===== src/rtl/rtc_pkg.sv =====
// rtl/rtc_pkg.sv - shared types and field widths for the RTC access scheduler
package rtc_pkg;

  localparam int TIME_W = 24;
  localparam int DATE_W = 32;

  typedef enum logic [1:0] {
    ST_STARTUP,
    ST_IDLE,
    ST_ISSUE,
    ST_WAIT
  } state_t;

  typedef enum logic [1:0] {
    OP_NONE,
    OP_TIME,
    OP_DATE,
    OP_READ
  } op_t;

endpackage


===== src/rtl/rtc_poll_timer.sv =====
// rtl/rtc_poll_timer.sv - free-running poll period counter with a one-cycle tick
module rtc_poll_timer #(
  parameter int unsigned POLL_CYCLES = 50_000_000
) (
  input  logic clk,
  input  logic rstn,
  output logic tick
);

  logic [31:0] cnt;

  assign tick = (cnt == 32'(POLL_CYCLES - 1));

  always_ff @(posedge clk or negedge rstn) begin
    if (!rstn) begin
      cnt <= '0;
    end else if (tick) begin
      cnt <= '0;
    end else begin
      cnt <= cnt + 32'd1;
    end
  end

endmodule


===== src/rtl/rtc_access_sched.sv =====
// rtl/rtc_access_sched.sv - arbitrates set-time/set-date requests and periodic reads
// onto the PCF8563 controller and latches the last read time/date
module rtc_access_sched
  import rtc_pkg::*;
#(
  parameter int unsigned POLL_CYCLES    = 50_000_000,
  parameter int unsigned STARTUP_CYCLES = 100_000,
  parameter int unsigned TIMEOUT_CYCLES = 5_000_000
) (
  input  logic              clk,
  input  logic              rstn,
  input  logic              req_set_time,
  input  logic [TIME_W-1:0] req_time,
  input  logic              req_set_date,
  input  logic [DATE_W-1:0] req_date,
  output logic              cmd_set_time,
  output logic [TIME_W-1:0] cmd_time,
  output logic              cmd_set_date,
  output logic [DATE_W-1:0] cmd_date,
  output logic              cmd_read,
  input  logic              ctrl_set_done,
  input  logic              ctrl_read_done,
  input  logic [TIME_W-1:0] ctrl_time,
  input  logic [DATE_W-1:0] ctrl_date,
  output logic [TIME_W-1:0] rtc_time,
  output logic [DATE_W-1:0] rtc_date,
  output logic              rtc_valid,
  output logic              rtc_update,
  output logic              set_ack,
  output logic              busy,
  output logic              timeout_err
);

  state_t            state;
  op_t               op;
  logic [31:0]       cnt;
  logic              pend_time, pend_date, pend_read;
  logic [TIME_W-1:0] hold_time;
  logic [DATE_W-1:0] hold_date;
  logic              poll_tick;
  logic              take_date, take_time, take_read;
  logic              set_done_ok, read_done_ok;

  rtc_poll_timer #(
    .POLL_CYCLES(POLL_CYCLES)
  ) u_poll_timer (
    .clk (clk),
    .rstn(rstn),
    .tick(poll_tick)
  );

  // Fixed priority: date, then time, then read-back.
  always_comb begin
    take_date    = 1'b0;
    take_time    = 1'b0;
    take_read    = 1'b0;
    set_done_ok  = 1'b0;
    read_done_ok = 1'b0;
    if (state == ST_IDLE) begin
      take_date = pend_date;
      take_time = !pend_date && pend_time;
      take_read = !pend_date && !pend_time && pend_read;
    end
    if (state == ST_WAIT) begin
      set_done_ok  = ctrl_set_done && (op == OP_TIME || op == OP_DATE);
      read_done_ok = ctrl_read_done && (op == OP_READ);
    end
  end

  // A new request arriving in the consuming cycle keeps its flag set.
  always_ff @(posedge clk or negedge rstn) begin
    if (!rstn) begin
      pend_time <= 1'b0;
      pend_date <= 1'b0;
      pend_read <= 1'b0;
      hold_time <= '0;
      hold_date <= '0;
    end else begin
      if (req_set_time) begin
        pend_time <= 1'b1;
        hold_time <= req_time;
      end else if (take_time) begin
        pend_time <= 1'b0;
      end
      if (req_set_date) begin
        pend_date <= 1'b1;
        hold_date <= req_date;
      end else if (take_date) begin
        pend_date <= 1'b0;
      end
      if (poll_tick || set_done_ok) begin
        pend_read <= 1'b1;
      end else if (take_read) begin
        pend_read <= 1'b0;
      end
    end
  end

  always_ff @(posedge clk or negedge rstn) begin
    if (!rstn) begin
      state        <= ST_STARTUP;
      op           <= OP_NONE;
      cnt          <= '0;
      cmd_set_time <= 1'b0;
      cmd_set_date <= 1'b0;
      cmd_read     <= 1'b0;
      cmd_time     <= '0;
      cmd_date     <= '0;
      rtc_time     <= '0;
      rtc_date     <= '0;
      rtc_valid    <= 1'b0;
      rtc_update   <= 1'b0;
      set_ack      <= 1'b0;
      busy         <= 1'b0;
      timeout_err  <= 1'b0;
    end else begin
      cmd_set_time <= 1'b0;
      cmd_set_date <= 1'b0;
      cmd_read     <= 1'b0;
      rtc_update   <= 1'b0;
      set_ack      <= 1'b0;
      timeout_err  <= 1'b0;
      case (state)
        ST_STARTUP: begin
          if (cnt == 32'(STARTUP_CYCLES - 1)) begin
            cnt   <= '0;
            state <= ST_IDLE;
            busy  <= 1'b0;
          end else begin
            cnt  <= cnt + 32'd1;
            busy <= 1'b1;
          end
        end
        ST_IDLE: begin
          if (take_date) begin
            op       <= OP_DATE;
            cmd_date <= hold_date;
            state    <= ST_ISSUE;
            busy     <= 1'b1;
          end else if (take_time) begin
            op       <= OP_TIME;
            cmd_time <= hold_time;
            state    <= ST_ISSUE;
            busy     <= 1'b1;
          end else if (take_read) begin
            op    <= OP_READ;
            state <= ST_ISSUE;
            busy  <= 1'b1;
          end else begin
            busy <= 1'b0;
          end
        end
        ST_ISSUE: begin
          cmd_set_time <= (op == OP_TIME);
          cmd_set_date <= (op == OP_DATE);
          cmd_read     <= (op == OP_READ);
          cnt          <= '0;
          state        <= ST_WAIT;
        end
        ST_WAIT: begin
          if (set_done_ok) begin
            set_ack <= 1'b1;
            op      <= OP_NONE;
            state   <= ST_IDLE;
            busy    <= 1'b0;
          end else if (read_done_ok) begin
            rtc_time   <= ctrl_time;
            rtc_date   <= ctrl_date;
            rtc_update <= 1'b1;
            rtc_valid  <= 1'b1;
            op         <= OP_NONE;
            state      <= ST_IDLE;
            busy       <= 1'b0;
          end else if (cnt == 32'(TIMEOUT_CYCLES - 1)) begin
            timeout_err <= 1'b1;
            op          <= OP_NONE;
            state       <= ST_IDLE;
            busy        <= 1'b0;
          end else begin
            cnt <= cnt + 32'd1;
          end
        end
        default: begin
          state <= ST_STARTUP;
          cnt   <= '0;
        end
      endcase
    end
  end

endmodule


===== config.mk =====
export PLATFORM = sky130hd
export DESIGN_NAME = rtc_access_sched
export DESIGN_NICKNAME = d
export VERILOG_FILES = /design/src/rtl/rtc_pkg.sv /design/src/rtl/rtc_poll_timer.sv /design/src/rtl/rtc_access_sched.sv
export SDC_FILE = /design/constraint.sdc
export NUM_CORES = 1
export LEC_CHECK = 0
export CORE_MARGIN = 1
export CORE_UTILIZATION = 35
export DETAILED_ROUTE_END_ITERATION = 7
export PLACE_DENSITY = 0.68
export SLEW_MARGIN = 20
export SYNTH_ARGS = -nofsm -noshare
export SYNTH_HDL_FRONTEND = slang
export SYNTH_SLANG_ARGS = --single-unit

===== constraint.sdc =====
create_clock -name clk -period 2.09 [get_ports clk]
set_input_delay 0.418 -clock clk [delete_from_list [all_inputs] [get_ports clk]]
set_output_delay 0.418 -clock clk [all_outputs]
set_load 0.05 [all_outputs]

### After elaboration in Yosys (flattened, before gate mapping)

Index checks and enable logic that the tools add are counted.

| storage, ports and cells | value |
|---|---|
| output and inout port bits | 120 |
| bits of input ports | 118 |
| word-level logic and storage cells | 115 |
| register bits after elaboration | 247 |

| operators by class | value |
|---|---|
| bitwise gates (word level) | 2 |
| equal/unequal tests | 15 |
| reduce and logical (&&, ||, !) cells | 23 |
| add/subtract/negate cells | 2 |
| mux-type cells | 52 |

Operators with widths:

| cell | count |
|---|---|
| 32-bit two-way mux | 5 |
| 32-bit one-hot mux with 3 select lines | 1 |
| 32-bit by 1-bit adder with 32-bit output (second input constant) | 2 |
| 32-bit by 17-bit equality test with 1-bit output (second input constant) | 1 |
| 32-bit by 23-bit equality test with 1-bit output (second input constant) | 1 |
| 32-bit by 26-bit equality test with 1-bit output (second input constant) | 1 |
| 1-bit two-way mux | 30 |
| 2-bit two-way mux | 13 |
| 3-bit AND reduction | 4 |
| 2-bit equality test (second input constant) | 4 |
| 2-bit inequality test (second input constant) | 4 |
| 2-bit one-hot mux with 4 select lines | 1 |
| 2-bit nonzero test | 4 |
| 3-bit nonzero test | 2 |
| 1-bit logical AND | 5 |
| 2-bit by 1-bit equality test with 1-bit output (second input constant) | 2 |
| 4-bit by 3-bit inequality test with 1-bit output (second input constant) | 1 |
| 4-bit inequality test (second input constant) | 1 |
| 2-bit one-hot mux with 2 select lines | 1 |
| 2-bit AND reduction | 2 |
| 4-bit AND reduction | 1 |
| 1-bit one-hot mux with 3 select lines | 1 |
| 1-bit zero test | 2 |
| 2-bit zero test | 1 |
| other kinds (2) | 4 |

### Depth between registers and ports, before layout

Gate-level depths: netlist (run 1).

| logic depth | value |
|---|---|
| word-level depth | 8 |
| mapped depth | 10 |
| gate-level depth less buffers | 8 |

### Hierarchy

Synthesis (run 1) repeated with hierarchy kept, for this count alone.

| unflattened totals | value |
|---|---|
| cell total of the unflattened synthesis | 953 |
| area, all modules | 10704.0 um^2 |

Modules (own cells, without submodules):

| module | sequential area each (um^2) | times used | area each (um^2) | cells each |
|---|---|---|---|---|
| rtc_access_sched | 5380.2 | 1 | 9118.7 | 806 |
| rtc_poll_timer | 800.8 | 1 | 1585.3 | 147 |

### Worst setup path after synthesis (run 1)

Ideal clock, no wire load.

| timing | value |
|---|---|
| path type | register -> register |
| start point | reg cnt[0] |
| end point | reg cnt[2] |
| slack | -0.222 ns |
| setup time | 0.124 ns |
| buffers on the path | 2 |
| required time | 1.966 ns |
| period minus slack after synthesis | 2.312 ns |
| arrival time | 2.188 ns |
| stages on the path, launching flop included | 10 |
| cells stage by stage | dfrtp_1 -> ha_1 -> and4_1 -> buf_2 -> nand4_1 -> or4_1 -> buf_4 -> o2bb2ai_2 -> and3b_1 -> a211o_1 |

| between the ends | value |
|---|---|
| cells in the longest elaborated chain, start to end | 5 |
| elaborated cells on any way between the ends | 10 |
| classes of those cells | 1 x add/sub; 3 x eq/ne; 5 x mux; 1 x reduce/logical |

Ends and longest elaborated chain:

| item | line | source |
|---|---|---|
| start: declaration | rtc_access_sched.sv:36 | `logic [31:0] cnt;` |
| start signal: assignment | rtc_access_sched.sv:130 | `cnt <= cnt + 32'd1;` |
| start signal: assignment | rtc_access_sched.sv:180 | `cnt <= cnt + 32'd1;` |
| 32-bit by 1-bit adder with 32-bit output | rtc_access_sched.sv:130, rtc_access_sched.sv:180 |  |
| 32-bit two-way mux | rtc_access_sched.sv:174 | `end else if (cnt == 32'(TIMEOUT_CYCLES - 1)) begin` |
| 32-bit two-way mux | rtc_access_sched.sv:166 | `end else if (read_done_ok) begin` |
| 32-bit two-way mux | rtc_access_sched.sv:161 | `if (set_done_ok) begin` |
| 32-bit one-hot mux with 3 select lines | rtc_access_sched.sv:123 | `case (state)` |

Parallel ways exist; a longest one is shown, timed or not. The select of a mux whose other input is x is not followed.
A chain may end at the register's enable or synchronous reset.

### Worst setup path after layout (run 1)

| timing | value |
|---|---|
| start point | reg cnt[16] |
| end point | reg cnt[5] |

| between the ends | value |
|---|---|
| cells in the longest elaborated chain, start to end | 3 |
| elaborated cells on any way between the ends | 6 |
| classes of those cells | 3 x eq/ne; 2 x mux; 1 x reduce/logical |

Ends and longest elaborated chain:

| item | line |
|---|---|
| 32-bit by 17-bit equality test with 1-bit output / 32-bit by 23-bit equality test with 1-bit output (equally long branches) | rtc_access_sched.sv:125, rtc_access_sched.sv:174 |
| 32-bit two-way mux / 2-bit inequality test (equally long branches) | -- |
| 32-bit one-hot mux with 3 select lines / 4-bit AND reduction (equally long branches) | -- |

Parallel ways exist; a longest one is shown, timed or not.

==> results of run 1 <==
==> layout make-up <==
| cell class | count | share of cell area |
|---|---|---|
| Antenna cell | 1 | 0.0001627 |
| Clock buffer | 39 | 0.05481 |
| Clock inverter | 14 | 0.01423 |
| Inverter | 19 | 0.004636 |
| Multi-Input combinational cell | 673 | 0.2806 |
| Sequential cell | 247 | 0.4018 |
| Tap cell | 384 | 0.03123 |
| Timing Repair Buffer | 346 | 0.2126 |
==> metal layers <==
metal,vias up,track usage,part of all wire
met5,-,0,0
met4,0,0.06594,0.032
met3,62,0.03982,0.060
met2,243,0.3024,0.49
met1,4057,0.2383,0.42
li1,3987,-,-
==> registers in the layout (all words and copies together), names as in the netlist, 2 cells and up <==
name / count
state: 2
cnt: 32
rtc_date: 32
op: 2
hold_date: 32
u_poll_timer.cnt: 32
cmd_time: 24
hold_time: 24
rtc_time: 24
cmd_date: 32
==> stage by stage <==
stage,setup WS [ns],utilization
5_1_grt,-0.2774,0.5289
3_5_place_dp,-0.3085,0.4853
4_1_cts,-0.1854,0.5258
3_3_place_gp,-0.2872,0.4853
2_1_floorplan,-0.07725,-
6_report,-0.2294,0.5289
==> worst paths after layout <==
check	startpoint	end	slack (ns)	depth (start not counted)
worst max register to register	cnt[16]	cnt[5]	-0.23	7
min in group asynchronous	rstn	cmd_time[21]	0.41	2
worst min register to register	u_poll_timer.cnt[0]	u_poll_timer.cnt[0]	0.46	1
worst min-delay path	ctrl_date[30]	rtc_date[30]	0.39	3
worst max-delay path	cnt[16]	cnt[5]	-0.23	7
max in group asynchronous	rstn	hold_date[0]	1.07	3
==> synthesized netlist by cell type, types with 5 or more instances <==
master | n | share of area
ha_1 | 11 | 0.013
o21ai_0 | 25 | 0.012
xor2_1 | 12 | 0.010
a21o_1 | 5 | 0.0036
buf_2 | 6 | 0.0029
nand4_1 | 20 | 0.012
inv_1 | 19 | 0.0068
a2bb2oi_1 | 9 | 0.0075
nor2_1 | 33 | 0.012
and2_1 | 10 | 0.0060
clkbuf_1 | 30 | 0.011
nor4_1 | 9 | 0.0054
mux2_2 | 89 | 0.096
nand3_1 | 32 | 0.015
nand2_1 | 290 | 0.10
a21oi_1 | 17 | 0.0081
and3_1 | 14 | 0.0084
xnor2_1 | 17 | 0.014
nor3_1 | 14 | 0.0067
and4_1 | 6 | 0.0050
dfrtp_1 | 247 | 0.59
nand2b_1 | 5 | 0.0030
==> logic make-up after synthesis <==
family                   synth area share
adder cells (fa/ha/maj)           0.01314
AND/OR/NAND/NOR                    0.1969
buffers and inverters             0.02330
AO/OA/AOI/OAI                     0.05258
flip-flops                         0.5903
XOR/XNOR                          0.02426
multiplexers                      0.09953
==> power groups by stage <==
stage | registers [uW] | clock network [uW] | logic [uW]
CTS | 6650 | 5640 | 9540
finish | 6630 | 5490 | 9530
detailed placement | 6730 | 0 | 9740
global route | 6800 | 5810 | 10100
floorplan | 10200 | 0 | 2500
global placement | 6680 | 0 | 9620
==> worst max-delay path, cell delays in order (launching register included) <==
cell and delay [ns]:
dfrtp_1 0.37, buf_4 0.16, and2_1 0.22, nand4_1 0.12, or4_4 0.63, o2bb2ai_4 0.23
and3b_1 0.21, a211o_1 0.26
==> repair_timing <==
item | 4_1_cts | 5_1_grt
pin swaps | 25 | 13
resized for setup | 151 | 23
gates cloned | 2 | 0
setup endpoints to repair | 154 | 37
setup buffers | 6 | 4
endpoints found under the hold margin | 52 | 0
hold buffers | 1 | 0
==> results by group, run 1 <==
Cells and area
  • Commonest cells after routing, fill and taps aside: 289 x nand2_1, 247 x dfrtp_1, 117 x dlygate4sd2_1
  • Nets@finish: 1445
  • Area Growth Syn to Fin: 46.92%
  • Post-route insts no fill: 1723
  • Area occupied by multi-input gates: 4317 um^2
  • Filler instances: 2579
  • Final non-filler cell area: 15380 um^2
  • Register Area: 6181 um^2
  • Layout cell share with drive strength beyond 1: 0.2227
  • Commonest non-fill, non-tap cell in the layout: nand2_1

Floorplan
  • Die width: 175.0 um
  • Initial core utilization: 0.3600
  • Die Area: 30610 um^2
  • IO Pins: 238
  • Die height: 175.0 um
  • Core box area: 29090 um^2
  • Row cnt: 62

Synth
  • Number of synthesized register bits: 247
  • Netlist cell types: 53
  • Post-synth EDFFs: 0
  • Synth Instances: 980
  • Yosys warns: 0
  • Synth Area per Inst: 10.68 um^2
  • Synth async-reset ratio: 1.000
  • Post-synthesis sequential area ratio: 0.5903
  • Mapped cell area: 10470 um^2
  • Top FF cell, synth: dfrtp_1
  • Syn_nets: 1109

Timing
  • Endpoints failing hold: 0
  • Fin crit share: 1.110
  • Post-layout min period: 2.319 ns
  • Setup Viol. Count Final: 34
  • Slew Limit Fails: 0
  • Achievable frequency: 0.4311 GHz
  • Fin Hold WS: 0.3948 ns
  • RSZ-0062 raised after global routing: yes
  • Final WS setup: -0.2294 ns
  • Setup tns final: -4.066 ns
  • Measured slew at the worst slew-check pin: 0.5523 ns
  • Slew HR: 0.6333
  • Layout Skew: 0.01252 ns

Pwr
  • Power per cell area: 1407 nW/um^2
  • Switch share: 0.4184
  • Pleak: 0.007490 uW
  • Combinational share of power: 0.440
  • Total power draw: 21650 uW
  • Sequential share of power: 0.306
  • VDD IR-drop max: 0.0008831 V
  • Clock Power Share: 0.253
  • Int Power: 12590 uW
  • Switching power: 9056 uW

Clock network
  • Htree depth: 1
  • Root buffer cell: clkbuf_16
  • CTS Buf Count: 29
  • Worst-Skew Late Latency: 0.55 ns
  • CTS sink cnt: 247
  • CTS tree: built
  • Worst-path clk slew: 0.06 ns
  • Maximum root-to-sink buffer count: 3

Route
  • DR iter-0 viols: 442
  • Routed vias: 8349
  • First-pass DRT Iterations: 5
  • Antenna-violating nets left: 0
  • DRC viols: 0
  • WL final: 28160 um
  • WL per Instance: 16.34 um
  • Vias per cell: 4.846

Critical path
  • Setup CP Type: register to register
  • WP data arrival: 2.75 ns
  • Critical path startpoint category: register
  • CP required: 2.52 ns
  • CP Max Fanout: 7
  • Worst setup EP type: register

GRT
  • Grt total ovfl: 0
  • Number of global-route vias before repair: 8528
  • Global-route wire length before repair: 45460 um
  • GRT Total Usage: 0.1838
  • Pin count of the biggest net entering global routing: 62
  • Initial antenna violation count: 1

Worst hold path
  • Min-Delay Path Class: input port to register

Place
  • DPL Wire Length: 19380 um
  • Port Buffer Count: 237
  • Placed instance area: 14120 um^2
  • Placed insts: 1659
  • Final GP Congestion: 0.8033

Job
  • Max cap viols: 0

Status
  • Failing checks: negative setup slack
  • Status: finished, violations left
Power figures use the tool's default switching activity.
==> inputs of run 2 (changes only) <==
- CORE_MARGIN: 1 -> 8
- CORE_UTILIZATION: 35 -> 46
- HOLD_SLACK_MARGIN: default -> 0.03
- PLACE_DENSITY: 0.68 -> 0.84
==> run 2 against run 1 <==
Net effect: largest power group unchanged; via count increased by 3.5%; sequential power rose by 0.6%; worst setup slack improved by 0.061 ns; clock power shrank 1%; clock skew rose by 0.0039 ns; the run still ends with negative setup slack left; wire length grew 10%; fmax grew 2.7%; worst hold slack worse by 0.0012 ns; critical path depth stayed put; sequential share of layout area grew 0.62 points.
==> results by group, run 2 (same netlist as run 1, synthesis figures left out) <==
Status
  • Status: finished, violations left
  • Failing checks: negative setup slack

Floorplan
  • Row cnt: 55 (-11%)
  • Die height: 166.9 um (-4.6%)
  • Initial core utilization: 0.4653 (+0.1054)
  • Die width: 166.9 um (-4.6%)
  • IO Pins: 238 (unchanged)
  • Core box area: 22500 um^2 (-23%)
  • Die Area: 27850 um^2 (-9.0%)

GRT
  • Grt met1 use: 0.2608 (+0.02247)
  • GRT Total Usage: 0.2181 (+0.03428)
  • Grt total ovfl: 0 (unchanged)
  • Global routing usage on met3: 0.05768 (+0.01787)
  • Global-route wire length before repair: 49800 um (+9.5%)
  • Pin count of the biggest net entering global routing: 58 (-6.5%)
  • M2 GR Usage: 0.3714 (+0.06898)
  • Number of global-route vias before repair: 9196 (+7.8%)
  • Busiest layer in global routing: met2
  • Initial antenna violation count: 3 (+2)

Timing
  • Setup tns final: -3.622 ns (+0.4434 ns)
  • Layout Skew: 0.01639 ns (+0.003869 ns)
  • Achievable frequency: 0.4427 GHz (+2.7%)
  • Post-layout min period: 2.259 ns (-0.06078 ns)
  • Final WS setup: -0.1686 ns (+0.06078 ns)
  • Slew HR: 0.6074 (-0.02582)
  • Measured slew at the worst slew-check pin: 0.5912 ns (+0.03889 ns)
  • Fin crit share: 1.081 (-0.02908)
  • Slew Limit Fails: 0 (unchanged)
  • Setup Viol. Count Final: 36 (+5.9%)
  • RSZ-0062 raised after global routing: yes
  • Fin Hold WS: 0.3936 ns (-0.001154 ns)
  • Endpoints failing hold: 0 (unchanged)

Route
  • Vias per cell: 5.357 (+11%)
  • DR iter-0 viols: 557 (+26%)
  • First-pass DRT Iterations: 6 (+1)
  • Antenna-violating nets left: 0 (unchanged)
  • Routed vias: 8641 (+3.5%)
  • WL per Instance: 19.24 um (+18%)
  • WL final: 31040 um (+10%)
  • DRC viols: 0 (unchanged)

Clock network
  • Worst-Skew Late Latency: 0.55 ns (about the same)
  • CTS tree: built
  • Maximum root-to-sink buffer count: 3 (unchanged)
  • CTS Buf Count: 27 (-6.9%)
  • Htree depth: 1 (unchanged)
  • CTS sink cnt: 247 (unchanged)
  • Worst-path clk slew: 0.06 ns (about the same)
  • Root buffer cell: clkbuf_16

Worst hold path
  • Min-Delay Path Class: input port to register
  • HP Start: ctrl_date[27]

Cells and area
  • Commonest non-fill, non-tap cell in the layout: nand2_1
  • Nets@finish: 1435 (-0.69%)
  • Area Growth Syn to Fin: 44.70%
  • Post-route insts no fill: 1613 (-6.4%)
  • Layout cell share with drive strength beyond 1: 0.2189 (-0.003853)
  • Commonest cells after routing, fill and taps aside: 287 x nand2_1, 247 x dfrtp_1, 118 x dlygate4sd2_1

Place
  • DPL Wire Length: 20590 um (+6.3%)
  • Placed insts: 1549 (-6.6%)
  • Final GP Congestion: 0.8935 (+11%)
  • Port Buffer Count: 237 (unchanged)

Critical path
  • Critical path capture point: cnt[2]
  • CP top delay family: simple AND/OR/NAND/NOR gates
  • CP Max Fanout: 6 (-1)
  • Worst setup path start: cnt[11]
  • Setup CP Type: register to register
  • Critical path startpoint category: register
  • Reg2reg end: cnt[2]
  • CP Cell Sequence: nor4_2 > nand4_1 > or4_4 > a2bb2oi_4 > buf_12 > o21ai_2 > a211o_1
  • Worst path depth: 7 (unchanged)
  • Max incr delay on CP: 0.64 ns (about the same)
  • WP data arrival: 2.68 ns (-0.07 ns)
  • Worst setup EP type: register
  • Reg2reg setup slack: -0.17 ns (+0.06 ns)
  • R2r worst-path depth: 7 (unchanged)
  • CP bufs+invs: 1 (unchanged)
  • CP required: 2.51 ns (about the same)
  • Worst flop-to-flop path startpoint: cnt[11]
  • Slowest-stage cell, CP: or4_4

Pwr
  • Pleak: 0.007428 uW (-0.84%)
  • Power per cell area: 1454 nW/um^2 (+3.4%)
  • VDD IR-drop max: 0.0009973 V (+13%)

Job
  • Max cap viols: 0 (unchanged)
## run 2: cell count changes in the layout (fill, tap and decap cells not counted), sizes merged
cell / previous run / this run
clkbuf: 39 / 34
clkinv: 6 / 4
bufinv: 5 / 7
clkinvlp: 2 / 3
dlygate4sd2: 117 / 118
buf: 112 / 102
diode: 1 / 3
## run 2: where the power goes
| group | internal [uW] | switching (uW) | leakage (uW) |
|---|---|---|---|
| sequential | 6000 | 668 | 0.00314 |
| combinational | 3350 | 6600 | 0.00380 |
| clock | 3420 | 1990 | 0.000495 |
## run 2: area by class of cell
| cell class | instances | area [um^2] |
|---|---|---|
| Clock buffer | 33 | 748.2 |
| Clock inverter | 15 | 276.5 |
| Antenna cell | 3 | 7.507 |
| Timing Repair Buffer | 338 | 3203 |
| Sequential cell | 247 | 6181 |
| Multi-Input combinational cell | 673 | 4308 |
| Fill cell | 1605 | 7351 |
| Inverter | 19 | 71.32 |
| Tap cell | 285 | 356.6 |
## run 2: how the worst min path moves through the flow
| stage | to | slack, ns | cells after the start |
|---|---|---|---|
| global placement | cmd_time[17] | 0.40 | 1 |
| global route | rtc_time[17] | 0.40 | 3 |
| finish | rtc_date[27] | 0.39 | 3 |
| detailed placement | cmd_time[17] | 0.40 | 1 |
| CTS | rtc_date[27] | 0.37 | 3 |
| floorplan | busy | 0.12 | 0 |
## run 2: routing by layer
metal | up-vias | wire length, um | part of all wire
met2 | 301 | 15580 | 0.50
met5 | - | 0 | 0
met3 | 62 | 2259 | 0.073
li1 | 3975 | - | -
met4 | 0 | 937 | 0.030
met1 | 4303 | 12270 | 0.40
## run 2: repair_timing
| action | CTS | global route |
|---|---|---|
| gates cloned | 1 | 2 |
| hold buffers | 1 | 0 |
| pin swaps | 21 | 14 |
| endpoints found under the hold margin | 48 | 0 |
| buffers inserted | 5 | 5 |
| endpoints found under the setup margin | 155 | 48 |
| gates resized for setup | 154 | 27 |
## run 2: worst reg2reg max path, stage by stage (launching register included)
cell,delay [ns]
dfrtp_1,0.39
nor4_2,0.28
nand4_1,0.14
or4_4,0.64
a2bb2oi_4,0.23
buf_12,0.15
o21ai_2,0.06
a211o_1,0.27
## run 2: through the flow
step	utilization	area [um^2]	total power, uW	setup slack, ns
3_3_place_gp	0.6155	13850	16280	-0.3826
5_1_grt	0.6733	15150	22980	-0.2712
3_5_place_dp	0.6155	13850	16510	-0.3315
6_report	0.6733	15150	22030	-0.1686
4_1_cts	0.6656	14980	21850	-0.2067
2_1_floorplan	-	10530	12720	-0.07725
